===== src/rtl/common_bus_pkg.sv =====
// Shared constants and types for the common bus arbiter.
// Source select codes match the bus multiplexer inputs.
package common_bus_pkg;

  localparam int N_SRC = 8;
  localparam int SEL_W = 3;

  typedef enum logic {
    IDLE = 1'b0,
    OWN  = 1'b1
  } state_e;

  localparam logic [SEL_W-1:0] SRC_0 = 3'd0;
  localparam logic [SEL_W-1:0] SRC_1 = 3'd1;
  localparam logic [SEL_W-1:0] SRC_2 = 3'd2;
  localparam logic [SEL_W-1:0] SRC_3 = 3'd3;
  localparam logic [SEL_W-1:0] SRC_4 = 3'd4;
  localparam logic [SEL_W-1:0] SRC_5 = 3'd5;
  localparam logic [SEL_W-1:0] SRC_6 = 3'd6;
  localparam logic [SEL_W-1:0] SRC_7 = 3'd7;

  function automatic logic [N_SRC-1:0] sel2onehot(
    input logic [SEL_W-1:0] s
  );
    logic [N_SRC-1:0] v;
    v = '0;
    v[s] = 1'b1;
    return v;
  endfunction

endpackage


===== src/rtl/rr_pick.sv =====
// Combinational round-robin picker: first set req bit
// at or after start, wrapping 7 -> 0.
module rr_pick
  import common_bus_pkg::*;
(
  input  logic [N_SRC-1:0] req,
  input  logic [SEL_W-1:0] start,
  output logic [SEL_W-1:0] idx,
  output logic             found
);

  logic [SEL_W-1:0] w_cand;

  // Scan from farthest to nearest so the nearest hit wins.
  always_comb begin
    idx    = '0;
    found  = 1'b0;
    w_cand = '0;
    for (int i = N_SRC - 1; i >= 0; i--) begin
      w_cand = start + SEL_W'(i);
      if (req[w_cand]) begin
        idx   = w_cand;
        found = 1'b1;
      end
    end
  end

endmodule


===== src/rtl/common_bus_arbiter.sv =====
// Round-robin owner arbiter for the 8-source common bus
// with a per-grant hold limit.
module common_bus_arbiter
  import common_bus_pkg::*;
#(
  parameter int MAX_HOLD = 4
) (
  input  logic             clk,
  input  logic             rst,
  input  logic [N_SRC-1:0] req,
  output logic [N_SRC-1:0] grant,
  output logic [SEL_W-1:0] bus_sel,
  output logic             bus_valid,
  output logic             hold_expired
);

  localparam int CW = $clog2(MAX_HOLD) + 1;
  localparam logic [CW-1:0] LAST = CW'(MAX_HOLD - 1);

  state_e           r_state;
  logic [SEL_W-1:0] r_ptr;
  logic [SEL_W-1:0] r_sel;
  logic [CW-1:0]    r_hold_cnt;
  logic [N_SRC-1:0] r_grant;
  logic             r_valid;
  logic             r_exp;

  logic [SEL_W-1:0] w_start;
  logic [SEL_W-1:0] w_idx;
  logic             w_found;
  logic             w_own;
  logic             w_drop;
  logic             w_expire;
  logic             w_rel;
  logic             w_take;

  assign w_own    = (r_state == OWN);
  assign w_drop   = ~req[r_sel];
  assign w_expire = (r_hold_cnt == LAST);
  assign w_rel    = w_own & (w_drop | w_expire);
  assign w_take   = w_found & (~w_own | w_rel);

  // An expiring owner is searched last, so it is
  // only re-granted when nobody else is asking.
  assign w_start = w_own ? r_sel + SEL_W'(1) : r_ptr;

  rr_pick u_pick (
    .req   (req),
    .start (w_start),
    .idx   (w_idx),
    .found (w_found)
  );

  always_ff @(posedge clk) begin
    if (rst) begin
      r_state    <= IDLE;
      r_ptr      <= '0;
      r_sel      <= '0;
      r_hold_cnt <= '0;
      r_grant    <= '0;
      r_valid    <= 1'b0;
      r_exp      <= 1'b0;
    end else begin
      r_exp <= w_rel & w_expire;
      if (w_take) begin
        r_state    <= OWN;
        r_sel      <= w_idx;
        r_grant    <= sel2onehot(w_idx);
        r_valid    <= 1'b1;
        r_hold_cnt <= '0;
        r_ptr      <= w_idx + SEL_W'(1);
      end else if (w_rel) begin
        r_state    <= IDLE;
        r_sel      <= '0;
        r_grant    <= '0;
        r_valid    <= 1'b0;
        r_hold_cnt <= '0;
      end else if (w_own) begin
        r_hold_cnt <= r_hold_cnt + CW'(1);
      end
    end
  end

  assign grant        = r_grant;
  assign bus_sel      = r_sel;
  assign bus_valid    = r_valid;
  assign hold_expired = r_exp;

endmodule


===== config.mk =====
export PLATFORM = sky130hd
export DESIGN_NAME = common_bus_arbiter
export DESIGN_NICKNAME = d
export VERILOG_FILES = /design/src/rtl/common_bus_pkg.sv /design/src/rtl/rr_pick.sv /design/src/rtl/common_bus_arbiter.sv
export SDC_FILE = /design/constraint.sdc
export NUM_CORES = 1
export LEC_CHECK = 0
export ABC_AREA = 1
export CORE_MARGIN = 2
export CORE_UTILIZATION = 40
export CTS_BUF_LIST = sky130_fd_sc_hd__clkbuf_2
export CTS_CLUSTER_SIZE = 8
export DETAILED_ROUTE_END_ITERATION = 10
export PLACE_DENSITY_LB_ADDON = 0.15
export SYNTH_ARGS = -nofsm -noshare
export SYNTH_HDL_FRONTEND = slang
export SYNTH_HIERARCHICAL = 1
export SYNTH_SLANG_ARGS = --single-unit

===== constraint.sdc =====
create_clock -name clk -period 5.6 [get_ports clk]
set_input_delay 0.56 -clock clk [delete_from_list [all_inputs] [get_ports clk]]
set_output_delay 0.56 -clock clk [all_outputs]
set_load 0.005 [all_outputs]

==> metrics <==
via/cell ratio=5.12; largest family of logic cells by synthesized area=simple AND/OR/NAND/NOR gates; Hold Worst Slack=477 ps; Placed Cells=321; Seq cells post-synth=19; ys async rst share=0%; Critical Path AT=3960 ps; fmax=0.270 GHz; Root Driver=clkbuf_2; die height=70.5 um; setup total negative slack=0 ps; Simple-Gate Fraction of Synth Area=53.3%; CTS tree=done; period utilization=66.2%; post-CTS setup buffers=0; Post-synth top flop=dfxtp_1; final setup vio count=0; hold_sp=grant[7]; Hold Path Class=flip-flop to flip-flop; DRC viols=0; status=finished, final reports clean; cell area after layout=1990 um2; Fin. Hold Viols=0; cts-stage hold buffer count=0; Area contributors post-synth=dfxtp_1 (22%), nand2_1 (14%), nand3_1 (11%); hold endpoint=grant[7]; Syn Inst Count=256; WL final=4130 um; die area=4960 um2; grt ovf=0; top cells by count, synth=nand2_1 (64), nand3_1 (39), dfxtp_1 (19), inv_1 (19), nand3_2 (17); count of cell types in the netlist=35; largest net degree at the start of global routing=17; number of synthesis warnings=6; WS Path Type=flip-flop to flip-flop; area leader, netlist=dfxtp_1; GRT Util Overall=17.4%; GP Congestion=0.878; initial core utilization=41.1%; CP startpoint kind=flip-flop; number of buffers created by CTS=3; Row Count=24; Crit Path Max Fanout=16; CP Capture Type=flip-flop; buffers added on ports=22; post-synthesis adder-cell area fraction=4.25%; Reg area=380 um2; Worst R2R Setup Slack=1890 ps; RSZ-0062 raised after global routing=no; Avg Inst Size Synth=6.90 um2; CTS H-tree depth=1; initial antenna violation count=0; most common cell in the netlist=nand2_1; fin nets=290; Final min period=3710 ps; Rel. slew slack=55.9%; Diodes inserted=0; Worst R2R Start=bus_sel[0]; DP Area=1970 um2; register area share after synthesis=21.5%; via count=1663; number of fill cells in the layout=445; remaining antenna violation count=0; Pins Over Slew Limit=0; FF-to-FF End=r_hold_cnt[1]; Compound-Gate Fraction of Synth Area=5.24%; post-synth net total=272; CTS Sinks=19; Die X=70.5 um; Worst Hold Path Cells=2; Top Ports=23; routed len/inst=12.7 um; Fin Clk Skew=7.87 ps; synthesized area=1770 um2; CTS resizes=0; Post-synth EDFFs=0; drt initial violations=130; fin cells=325; DP HPWL=3340 um; Pre-Repair DR Iteration Count=4; CORE AREA=4290 um2; worst-margin pin slew=660 ps; max-cap violations=0; post-synthesis xor/xnor area fraction=3.05%; clock latency on the worst-skew pair=300 ps; Worst Path Required=5850 ps; clock buffer depth=2; share of post-route cells with drive strength above 1=20.5%; post-synthesis mux area share=0.567%; Reg2Reg Depth=14; global-route wire length before repair=7070 um; area of the multi-input gates=1170 um2; Clock transition at path regs=170 ps; number of global-route vias before repair=1549; Yosys top cell area share=21.5%; Area Overhead vs Synth=12.5%
[final cells by class]
| type | instances | share of cell area [%] |
|---|---|---|
| multi-input cells | 198 | 59.0 |
| flip-flops and latches | 19 | 19.1 |
| repair buffers | 24 | 11.8 |
| inverters | 28 | 5.79 |
| well taps | 52 | 3.27 |
| clock buffers | 4 | 1.01 |
[worst max-delay path by stage]
stage / cells past startpoint / end / slack, ps / from
after floorplan: 21 / r_ptr[2] / 2620 / bus_valid
after global placement: 14 / r_hold_cnt[1] / 2020 / bus_sel[0]
after detailed placement: 15 / r_hold_cnt[1] / 1970 / bus_sel[0]
after CTS: 15 / r_hold_cnt[1] / 1920 / bus_sel[0]
after global routing: 14 / r_hold_cnt[0] / 1540 / bus_sel[0]
final: 14 / r_hold_cnt[1] / 1890 / bus_sel[0]
[through the flow]
stage | setup WS [ps] | utilization [%]
after floorplan | 2620 | -
after global placement | 2020 | 45.8
after detailed placement | 1970 | 45.8
after CTS | 1920 | 46.3
after global routing | 1540 | 46.3
final | 1890 | 46.3
[worst max-delay path, stage by stage, from the launching register on]
cell and delay [ps]:
dfxtp_1 560, ha_1 300, nand2_1 70, nand2_1 280, inv_2 220, ha_1 360, inv_2 160, nand3_1 110
nand3_1 160, nand2_4 90, nor2_4 110, nand4_1 540, nand2_4 440, nand2_1 130, nor2_1 120
[cell usage in the layout (no fill, tap or decap), types with 7 or more instances in the layout]
| cell | instances |
|---|---|
| nand3_2 | 17 |
| nand3_1 | 39 |
| a21oi_1 | 8 |
| nor2_1 | 12 |
| nand2_2 | 11 |
| nand4_1 | 15 |
| dfxtp_1 | 19 |
| nand2_1 | 64 |
| inv_1 | 19 |
| inv_2 | 7 |
| clkdlybuf4s50_1 | 22 |
[layer usage]
metal	vias to the layer above	part of all wire, %	global-route usage (%)
met5	-	0	0
met4	0	3.6	8.33
met3	12	3.4	1.30
met2	42	48	29.2
met1	723	45	22.4
li1	886	-	-
[registers in the layout (all words and copies together), names as in the netlist]
| name | cells |
|---|---|
| bus_sel | 3 |
| bus_valid | 1 |
| hold_expired | 1 |
| grant | 8 |
| r_ptr | 3 |
| r_hold_cnt | 3 |
[kinds of logic (layout without fill, tap and decap cells)]
kind of cell               Yosys count  in the layout
and+or+nand+nor                    171            171
buffers and inverters               39             56
DFF                                 19             19
AOI/OAI and AO/OA                   16             16
adders and majority gates            6              6
xor gates and xnor gates             4              4
muxes                                1              1
Power is left out: the tool's default activity adds up to more than one toggle a clock period on the data nets, which glitch-free logic cannot reach.
